**src/rtl/lsu_pkg.sv**
```systemverilog
// -----------------------------------------------------------------------------
// lsu_pkg
// Shared definitions for the load/store unit:
//   size_e        - access size codes carried on req_size
//   state_e       - control FSM states
//   is_misaligned - natural-alignment check for a given size and addr[1:0]
//   force_align   - clears the low address bits that a size does not use
// -----------------------------------------------------------------------------
package lsu_pkg;

   typedef enum logic [1:0] {
      SZ_BYTE    = 2'b00,
      SZ_HALF    = 2'b01,
      SZ_WORD    = 2'b10,
      SZ_ILLEGAL = 2'b11
   } size_e;

   typedef enum logic [1:0] {
      ST_IDLE = 2'b00,
      ST_RD   = 2'b01,
      ST_WR   = 2'b10,
      ST_RESP = 2'b11
   } state_e;

   // True when the byte offset is not a multiple of the access size.
   // The illegal size code is handled separately by the caller.
   function automatic logic is_misaligned(input size_e size, input logic [1:0] lo);
      logic bad;
      bad = 1'b0;
      case (size)
         SZ_HALF: bad = lo[0];
         SZ_WORD: bad = (lo != 2'b00);
         default: bad = 1'b0;
      endcase
      return bad;
   endfunction

   // Rounds the byte offset down to the access size.
   function automatic logic [1:0] force_align(input size_e size, input logic [1:0] lo);
      logic [1:0] res;
      res = lo;
      case (size)
         SZ_HALF: res = {lo[1], 1'b0};
         SZ_WORD: res = 2'b00;
         default: res = lo;
      endcase
      return res;
   endfunction

endpackage

```
**src/rtl/lsu_if.sv**
```systemverilog
// -----------------------------------------------------------------------------
// lsu_if
// Bundles the request/response handshake from the MEM stage and the
// word-addressed data-memory port.
//   master : the environment (pipeline drives requests, memory returns data)
//   slave  : the load/store unit
// Signals:
//   req_valid/req_ready        request handshake
//   req_write/size/signed      access type
//   req_addr/req_wdata         byte address, right-justified store data
//   resp_valid/rdata/error     single-cycle completion
//   mem_address/mem_write_data memory word address (low bits 0) and write word
//   MemRead/MemWrite           memory enables
//   mem_read_data              memory read word, valid while MemRead is high
// -----------------------------------------------------------------------------
interface lsu_if;
   logic        req_valid;
   logic        req_ready;
   logic        req_write;
   logic [1:0]  req_size;
   logic        req_signed;
   logic [31:0] req_addr;
   logic [31:0] req_wdata;
   logic        resp_valid;
   logic [31:0] resp_rdata;
   logic        resp_error;
   logic [31:0] mem_address;
   logic [31:0] mem_write_data;
   logic        MemRead;
   logic        MemWrite;
   logic [31:0] mem_read_data;

   modport master (
      output req_valid, req_write, req_size, req_signed, req_addr, req_wdata,
      input  req_ready, resp_valid, resp_rdata, resp_error,
      input  mem_address, mem_write_data, MemRead, MemWrite,
      output mem_read_data
   );

   modport slave (
      input  req_valid, req_write, req_size, req_signed, req_addr, req_wdata,
      output req_ready, resp_valid, resp_rdata, resp_error,
      output mem_address, mem_write_data, MemRead, MemWrite,
      input  mem_read_data
   );
endinterface

```
**src/rtl/lsu_lane_align.sv**
```systemverilog
// -----------------------------------------------------------------------------
// lsu_lane_align (combinational)
// Lane steering between a memory word and a sub-word access.
// Ports:
//   word       in  32  memory word as read
//   addr_lo    in  2   byte offset of the access (already aligned to size)
//   size       in      access size
//   is_signed  in  1   sign-extend sub-word loads
//   wdata      in  32  right-justified store data
//   load_data  out 32  selected lane(s), sign/zero extended
//   store_data out 32  word with the addressed lane(s) replaced by wdata
// BIG_ENDIAN=1 puts byte offset 0 in bits 31:24, otherwise in bits 7:0.
// -----------------------------------------------------------------------------
module lsu_lane_align
   import lsu_pkg::*;
#(
   parameter bit BIG_ENDIAN = 1'b1
) (
   input  logic [31:0] word,
   input  logic [1:0]  addr_lo,
   input  size_e       size,
   input  logic        is_signed,
   input  logic [31:0] wdata,
   output logic [31:0] load_data,
   output logic [31:0] store_data
);

   // Physical byte / halfword position inside the word for this offset.
   logic [1:0]  byte_pos;
   logic        half_pos;
   logic [7:0]  sel_byte;
   logic [15:0] sel_half;
   logic [31:0] wdata_rep;

   assign byte_pos = BIG_ENDIAN ? ~addr_lo : addr_lo;
   assign half_pos = BIG_ENDIAN ? ~addr_lo[1] : addr_lo[1];
   assign sel_byte = word[{byte_pos, 3'b000} +: 8];
   assign sel_half = word[{half_pos, 4'b0000} +: 16];

   always_comb begin
      load_data = word;
      case (size)
         SZ_BYTE: load_data = {{24{is_signed & sel_byte[7]}}, sel_byte};
         SZ_HALF: load_data = {{16{is_signed & sel_half[15]}}, sel_half};
         default: load_data = word;
      endcase
   end

   // Replicating the store data across the word lets every physical lane
   // pick its byte from the same position it occupies in the word.
   always_comb begin
      wdata_rep = wdata;
      case (size)
         SZ_BYTE: wdata_rep = {4{wdata[7:0]}};
         SZ_HALF: wdata_rep = {2{wdata[15:0]}};
         default: wdata_rep = wdata;
      endcase
   end

   for (genvar gi = 0; gi < 4; gi++) begin : g_lane
      // Byte offset that maps onto physical byte gi.
      localparam logic [1:0] LANE = BIG_ENDIAN ? 2'(3 - gi) : 2'(gi);
      logic lane_hit;

      always_comb begin
         lane_hit = 1'b1;
         case (size)
            SZ_BYTE: lane_hit = (addr_lo == LANE);
            SZ_HALF: lane_hit = (addr_lo[1] == LANE[1]);
            default: lane_hit = 1'b1;
         endcase
      end

      assign store_data[8*gi +: 8] = lane_hit ? wdata_rep[8*gi +: 8] : word[8*gi +: 8];
   end

endmodule

```
**src/rtl/load_store_unit.sv**
```systemverilog
// -----------------------------------------------------------------------------
// load_store_unit
// Initiator side of the CPU data-memory interface. Accepts one request at a
// time from the MEM stage, drives a word-wide MemRead/MemWrite port, extracts
// and extends sub-word loads, performs read-modify-write for sub-word stores
// and returns a one-cycle response. Misaligned or illegal-size requests are
// answered with resp_error without touching memory.
// Ports:
//   clk    in  rising-edge clock
//   reset  in  asynchronous, active-high
//   bus    lsu_if.slave  request/response handshake and memory port
// Latency from the accepting edge to resp_valid: error 1, load and word
// store 2, sub-word store 3 cycles. req_ready is high only in IDLE.
// -----------------------------------------------------------------------------
module load_store_unit
   import lsu_pkg::*;
#(
   parameter bit BIG_ENDIAN  = 1'b1,
   parameter bit ALIGN_CHECK = 1'b1
) (
   input  logic clk,
   input  logic reset,
   lsu_if.slave bus
);

   state_e      state_reg, state_next;

   // Latched request
   logic        lat_write_reg,   lat_write_next;
   size_e       lat_size_reg,    lat_size_next;
   logic        lat_signed_reg,  lat_signed_next;
   logic [1:0]  lat_addr_lo_reg, lat_addr_lo_next;
   logic [31:0] lat_wdata_reg,   lat_wdata_next;

   // Registered outputs
   logic [31:0] mem_address_reg,    mem_address_next;
   logic [31:0] mem_write_data_reg, mem_write_data_next;
   logic [31:0] resp_rdata_reg,     resp_rdata_next;
   logic        resp_error_reg,     resp_error_next;

   // Decoded outputs
   logic        req_ready;
   logic        mem_read_en;
   logic        mem_write_en;
   logic        resp_valid;

   size_e       req_size_e;
   logic        req_bad;
   logic [31:0] load_data;
   logic [31:0] store_data;

   assign req_size_e = size_e'(bus.req_size);
   assign req_bad    = (req_size_e == SZ_ILLEGAL) ||
                       (ALIGN_CHECK && is_misaligned(req_size_e, bus.req_addr[1:0]));

   // One lane aligner serves both the load extract (RD, load) and the store
   // merge (RD, sub-word store); both look at the word being read.
   lsu_lane_align #(
      .BIG_ENDIAN (BIG_ENDIAN)
   ) u_lane_align (
      .word       (bus.mem_read_data),
      .addr_lo    (lat_addr_lo_reg),
      .size       (lat_size_reg),
      .is_signed  (lat_signed_reg),
      .wdata      (lat_wdata_reg),
      .load_data  (load_data),
      .store_data (store_data)
   );

   always_ff @(posedge clk or posedge reset) begin
      if (reset) begin
         state_reg <= ST_IDLE;
      end else begin
         state_reg <= state_next;
      end
   end

   always_ff @(posedge clk or posedge reset) begin
      if (reset) begin
         lat_write_reg      <= 1'b0;
         lat_size_reg       <= SZ_BYTE;
         lat_signed_reg     <= 1'b0;
         lat_addr_lo_reg    <= 2'b00;
         lat_wdata_reg      <= 32'h0;
         mem_address_reg    <= 32'h0;
         mem_write_data_reg <= 32'h0;
         resp_rdata_reg     <= 32'h0;
         resp_error_reg     <= 1'b0;
      end else begin
         lat_write_reg      <= lat_write_next;
         lat_size_reg       <= lat_size_next;
         lat_signed_reg     <= lat_signed_next;
         lat_addr_lo_reg    <= lat_addr_lo_next;
         lat_wdata_reg      <= lat_wdata_next;
         mem_address_reg    <= mem_address_next;
         mem_write_data_reg <= mem_write_data_next;
         resp_rdata_reg     <= resp_rdata_next;
         resp_error_reg     <= resp_error_next;
      end
   end

   always_comb begin
      state_next          = state_reg;
      lat_write_next      = lat_write_reg;
      lat_size_next       = lat_size_reg;
      lat_signed_next     = lat_signed_reg;
      lat_addr_lo_next    = lat_addr_lo_reg;
      lat_wdata_next      = lat_wdata_reg;
      mem_address_next    = mem_address_reg;
      mem_write_data_next = mem_write_data_reg;
      resp_rdata_next     = resp_rdata_reg;
      resp_error_next     = resp_error_reg;
      req_ready           = 1'b0;
      mem_read_en         = 1'b0;
      mem_write_en        = 1'b0;
      resp_valid          = 1'b0;

      case (state_reg)
         ST_IDLE: begin
            req_ready = 1'b1;
            if (bus.req_valid) begin
               lat_write_next   = bus.req_write;
               lat_size_next    = req_size_e;
               lat_signed_next  = bus.req_signed;
               lat_wdata_next   = bus.req_wdata;
               // Without the alignment check, unused offset bits are dropped
               // so the lane aligner always sees a naturally aligned offset.
               lat_addr_lo_next = ALIGN_CHECK ? bus.req_addr[1:0]
                                              : force_align(req_size_e, bus.req_addr[1:0]);
               if (req_bad) begin
                  state_next      = ST_RESP;
                  resp_error_next = 1'b1;
                  resp_rdata_next = 32'h0;
               end else begin
                  mem_address_next = {bus.req_addr[31:2], 2'b00};
                  if (bus.req_write && (req_size_e == SZ_WORD)) begin
                     state_next          = ST_WR;
                     mem_write_data_next = bus.req_wdata;
                  end else begin
                     state_next = ST_RD;
                  end
               end
            end
         end

         ST_RD: begin
            mem_read_en = 1'b1;
            if (lat_write_reg) begin
               mem_write_data_next = store_data;
               state_next          = ST_WR;
            end else begin
               resp_rdata_next = load_data;
               state_next      = ST_RESP;
            end
         end

         ST_WR: begin
            mem_write_en = 1'b1;
            state_next   = ST_RESP;
         end

         ST_RESP: begin
            resp_valid = 1'b1;
            // Response fields read as zero once the pulse is over.
            resp_rdata_next = 32'h0;
            resp_error_next = 1'b0;
            state_next      = ST_IDLE;
         end

         default: state_next = ST_IDLE;
      endcase
   end

   assign bus.req_ready      = req_ready;
   assign bus.resp_valid     = resp_valid;
   assign bus.resp_rdata     = resp_rdata_reg;
   assign bus.resp_error     = resp_error_reg;
   assign bus.mem_address    = mem_address_reg;
   assign bus.mem_write_data = mem_write_data_reg;
   assign bus.MemRead        = mem_read_en;
   assign bus.MemWrite       = mem_write_en;

endmodule
```
**src/flat_wrapper.sv**
```systemverilog
// flat-port wrapper written by rule: the top's interface ports become plain ports
module load_store_unit_flat import lsu_pkg::*;
#(
   parameter bit BIG_ENDIAN  = 1'b1,
   parameter bit ALIGN_CHECK = 1'b1
)
  (clk, reset, bus_req_valid, bus_req_write, bus_req_size, bus_req_signed, bus_req_addr, bus_req_wdata, bus_req_ready, bus_resp_valid, bus_resp_rdata, bus_resp_error, bus_mem_address, bus_mem_write_data, bus_MemRead, bus_MemWrite, bus_mem_read_data);
  lsu_if bus_i ();
  input  logic clk;
  input  logic reset;
  input wire logic [$bits(bus_i.req_valid)-1:0] bus_req_valid;
  input wire logic [$bits(bus_i.req_write)-1:0] bus_req_write;
  input wire logic [$bits(bus_i.req_size)-1:0] bus_req_size;
  input wire logic [$bits(bus_i.req_signed)-1:0] bus_req_signed;
  input wire logic [$bits(bus_i.req_addr)-1:0] bus_req_addr;
  input wire logic [$bits(bus_i.req_wdata)-1:0] bus_req_wdata;
  output wire logic [$bits(bus_i.req_ready)-1:0] bus_req_ready;
  output wire logic [$bits(bus_i.resp_valid)-1:0] bus_resp_valid;
  output wire logic [$bits(bus_i.resp_rdata)-1:0] bus_resp_rdata;
  output wire logic [$bits(bus_i.resp_error)-1:0] bus_resp_error;
  output wire logic [$bits(bus_i.mem_address)-1:0] bus_mem_address;
  output wire logic [$bits(bus_i.mem_write_data)-1:0] bus_mem_write_data;
  output wire logic [$bits(bus_i.MemRead)-1:0] bus_MemRead;
  output wire logic [$bits(bus_i.MemWrite)-1:0] bus_MemWrite;
  input wire logic [$bits(bus_i.mem_read_data)-1:0] bus_mem_read_data;
  assign bus_i.req_valid = bus_req_valid;
  assign bus_i.req_write = bus_req_write;
  assign bus_i.req_size = bus_req_size;
  assign bus_i.req_signed = bus_req_signed;
  assign bus_i.req_addr = bus_req_addr;
  assign bus_i.req_wdata = bus_req_wdata;
  assign bus_req_ready = bus_i.req_ready;
  assign bus_resp_valid = bus_i.resp_valid;
  assign bus_resp_rdata = bus_i.resp_rdata;
  assign bus_resp_error = bus_i.resp_error;
  assign bus_mem_address = bus_i.mem_address;
  assign bus_mem_write_data = bus_i.mem_write_data;
  assign bus_MemRead = bus_i.MemRead;
  assign bus_MemWrite = bus_i.MemWrite;
  assign bus_i.mem_read_data = bus_mem_read_data;
  load_store_unit #(.BIG_ENDIAN(BIG_ENDIAN), .ALIGN_CHECK(ALIGN_CHECK)) u_core (.clk(clk), .reset(reset), .bus(bus_i));
endmodule
```
**config.mk**
```make
export PLATFORM = sky130hd
export DESIGN_NAME = load_store_unit_flat
export DESIGN_NICKNAME = d
export VERILOG_FILES = /design/src/rtl/lsu_pkg.sv /design/src/rtl/lsu_if.sv /design/src/rtl/lsu_lane_align.sv /design/src/rtl/load_store_unit.sv /design/src/flat_wrapper.sv
export SDC_FILE = /design/constraint.sdc
export NUM_CORES = 1
export LEC_CHECK = 0
export CORE_MARGIN = 2
export CORE_UTILIZATION = 48
export DETAILED_ROUTE_END_ITERATION = 7
export GPL_TIMING_DRIVEN = 0
export HOLD_SLACK_MARGIN = 0.12
export PLACE_DENSITY_LB_ADDON = 0.05
export SYNTH_ARGS = -nofsm -noshare
export SYNTH_HDL_FRONTEND = slang
export SYNTH_SLANG_ARGS = --single-unit
```
**constraint.sdc**
```tcl
create_clock -name clk -period 6.7 [get_ports clk]
set_input_delay 2.01 -clock clk [delete_from_list [all_inputs] [get_ports clk]]
set_output_delay 2.01 -clock clk [all_outputs]
set_load 0.05 [all_outputs]
```
==> flow_summary_export.csv <==
group,metric,value,unit
layout,multi_input_area,3330,um^2
sta,rsz0062_at_grt,"false",
worst_setup_path,arrival,4.53,ns
logic_synthesis,synth_seq_cells,135,
worst_setup_path,critical-path-top-delay-family,"buffers and inverters",
die,rows,44,
clock_tree,post_cts_buffers,0,
layout,area_growth,40.7,%
clock_tree,h-tree-depth,4,
logic_synthesis,synth_edf_count,0,
detailed_routing,vias_per_cell,5.90,
run_status,outcome,"complete, no violations",
clock_tree,cts_tree,"built",
clock_tree,cts_resized,0,
power,combinationalPowerShare,60.9,%
layout,drive_above_1_share,20.8,%
logic_synthesis,async_flop_share,100,%
power,p_switching,0.00292,W
worst_setup_path,crit_path_max_fanout,10,
placement,dpl.hpwl,16000,um
worst_setup_path,cp_num_buf_inv,3,
logic_synthesis,synth_top_area_share,48.3,%
power,vdd_drop_max,0.363,mV
placement,port_buffers,201,
clock_tree,cts_made_buffers,17,
layout,seqCellArea,3380,um^2
clock_tree,clk_path_buf_depth,2,
logic_synthesis,ys_types,49,
layout,final_common_cell,"clkdlybuf4s50_1",
power,p_int,0.00320,W
die,num_io_pins,204,
clock_tree,clock-sinks,135,
worst_setup_path,rr_startpoint,"u_core.state_reg[1]",
global_routing,grt_max_degree,78,
sta,finalSetupViolCount,0,
worst_setup_path,critPathLaunchType,"primary input",
layout,mostFrequentLayoutCells,"201 x clkdlybuf4s50_1, 135 x dfrtp_1, 113 x mux2_2, 40 x o21ai_0, 38 x nand2_1",
detailed_routing,drt_wl_total,21300,um
die,die_width,125,um
placement,routabilityCongestion,0.866,
sta,fin_skew,0.00961,ns
power,leakage,4.06,nW
layout,stdcell_count,1033,
sta,max_freq,0.236,GHz
clock_tree,clockRootBuffer,"clkbuf_16",
worst_setup_path,crit_start,"bus_req_size[0]",
sta,slew_viol_final,0,
power,clkPwrFrac,14.8,%
detailed_routing,drt_pass1_iterations,6,
worst_setup_path,crit_type,"primary input to flip-flop",
layout,num_antenna_cells,0,
sta,tightest_slew,0.741,ns
worst_setup_path,slowest_stage,"a21oi_1",
logic_synthesis,synth_area_per_cell,11.4,um^2
detailed_routing,initialDrtViolationCount,385,
power,pwr_density_cell,621,nW/um^2
sta,fin_crit_sh,63.2,%
sta,whs,0.498,ns
logic_synthesis,synthCells,614,
logic_synthesis,netlist_area,7000,um^2
die,die-height,125,um
global_routing,antenna_found_initial,0,
min_path,hold_class,"flip-flop to flip-flop",
power,p_seq_share,24.3,%
clock_tree,clk_pin_slew_worst_paths,0.06,ns
sta,finalHoldViolations,0,
worst_setup_path,slowest_delay,0.55,ns
global_routing,grt_use_total,27.4,%
placement,placed_area,9280,um^2
detailed_routing,drc,0,
die,initial_core_util,48.7,%
worst_setup_path,path_cells,"clkdlybuf4s50_1 -> inv_1 -> ha_1 -> o21bai_1 -> o21ai_0 -> a21oi_1 -> buf_2 -> mux2_2",
power,netSwitchingFraction,47.7,%
layout,fillers,1122,
placement,dp_cells,1001,
global_routing,grt_pass1_wl,33200,um
logic_synthesis,synth-main-ff-cell,"dfrtp_1",
run,drv_cap,0,
die,fp.coreArea,14400,um^2
detailed_routing,ant_nets,0,
sta,post-route-min-period,4.24,ns
die,fp.dieArea,15600,um^2
detailed_routing,vias,6094,
logic_synthesis,synth_largest_area_cell,"dfrtp_1",
worst_setup_path,critPathCaptureType,"flip-flop",
logic_synthesis,synthTopCellsByArea,"dfrtp_1 48%, mux2_2 18%, mux2i_1 3.6%",
clock_tree,clk_latency,0.42,ns
layout,final_nets,947,
sta,finalSetupTns,0,ns
power,power,0.00612,W
logic_synthesis,ys_seq_area_share,48.3,%
layout,stdcell_area,9850,um^2
detailed_routing,wire_per_inst,20.7,um
worst_setup_path,crit_required,7.00,ns
sta,slew_headroom,50.6,%
logic_synthesis,yosysWarnings,0,
global_routing,grt_overflow,0,
global_routing,grt_pass1_vias,6176,
clock_tree,hold_buffers,0,
min_path,hp-start,"u_core.lat_write_reg",
==> final timing paths <==
| path | end | slack, ns | cells after the start |
|---|---|---|---|
| max in group asynchronous | u_core.bus.resp_rdata[22] | 3.88 | 3 |
| hold / removal | u_core.lat_write_reg | 0.50 | 1 |
| setup / recovery | u_core.bus.mem_write_data[1] | 2.46 | 8 |
| min in group asynchronous | u_core.bus.mem_address[8] | 2.08 | 2 |
| hold reg to reg | u_core.lat_write_reg | 0.50 | 1 |
| setup reg to reg | u_core.bus.mem_write_data[1] | 4.01 | 7 |
==> metrics by stage <==
step           setup WS [ns]  utilization [%]
3_5_place_dp            2.04             64.6
4_1_cts                 2.46             68.5
6_report                2.46             68.5
5_1_grt                 2.37             68.5
3_3_place_gp          -0.722             64.3
2_1_floorplan           1.08                -
==> power groups by stage <==
stage	registers (W)	clock network (W)	logic (W)
6_report	0.00149	0.000904	0.00373
5_1_grt	0.00154	0.000957	0.00394
4_1_cts	0.00149	0.000916	0.00373
3_5_place_dp	0.00150	0	0.00371
3_3_place_gp	0.00147	0	0.00364
2_1_floorplan	0.00242	0	0.00162
==> final cells by class <==
class	count	area share (%)
Clock inverter	13	1.22
Multi-Input combinational cell	419	33.8
Sequential cell	135	34.3
Buffer	53	2.67
Clock buffer	19	4.60
Inverter	8	0.356
Timing Repair Buffer	202	20.7
Tap cell	184	2.34
==> Yosys cell counts, types with 2 or more instances <==
cell and count:
nor2_1 28, nor3_1 10, nand2b_1 3, o21a_1 11, mux2i_1 25, buf_4 2, or2_2 2, a222oi_1 7
ha_1 8, clkinv_1 2, inv_1 5, o21bai_1 2, nor2b_1 4, o31ai_1 31, mux2_2 113, o311ai_0 16
buf_2 15, buf_6 5, buf_1 4, a21oi_1 5, a31oi_1 9, o2bb2ai_1 7, nand3_1 10, a22o_1 8
o211ai_1 16, dfrtp_1 135, o21ai_0 40, a221oi_1 7, clkbuf_1 27, nand2_1 38
==> routing by layer <==
metal | vias up | track usage, % | routed length [um]
li1 | 2751 | - | -
met1 | 3023 | 34.1 | 8720
met2 | 276 | 46.0 | 10500
met3 | 44 | 7.26 | 1560
met4 | 0 | 9.85 | 569
met5 | - | 0 | 0
==> cell families (layout without fill, tap and decap cells) <==
| logic type | count (synthesis) | after routing | share of synthesized area, % |
|---|---|---|---|
| compound gates | 167 | 167 | 17.3 |
| mux | 140 | 140 | 22.2 |
| flops | 135 | 135 | 48.3 |
| simple gates | 102 | 102 | 6.51 |
| buf+inv | 61 | 295 | 4.18 |
| fa+ha+maj | 8 | 8 | 1.43 |
| other cells | 1 | 2 | 0.0536 |
Power figures use the tool's default switching activity.
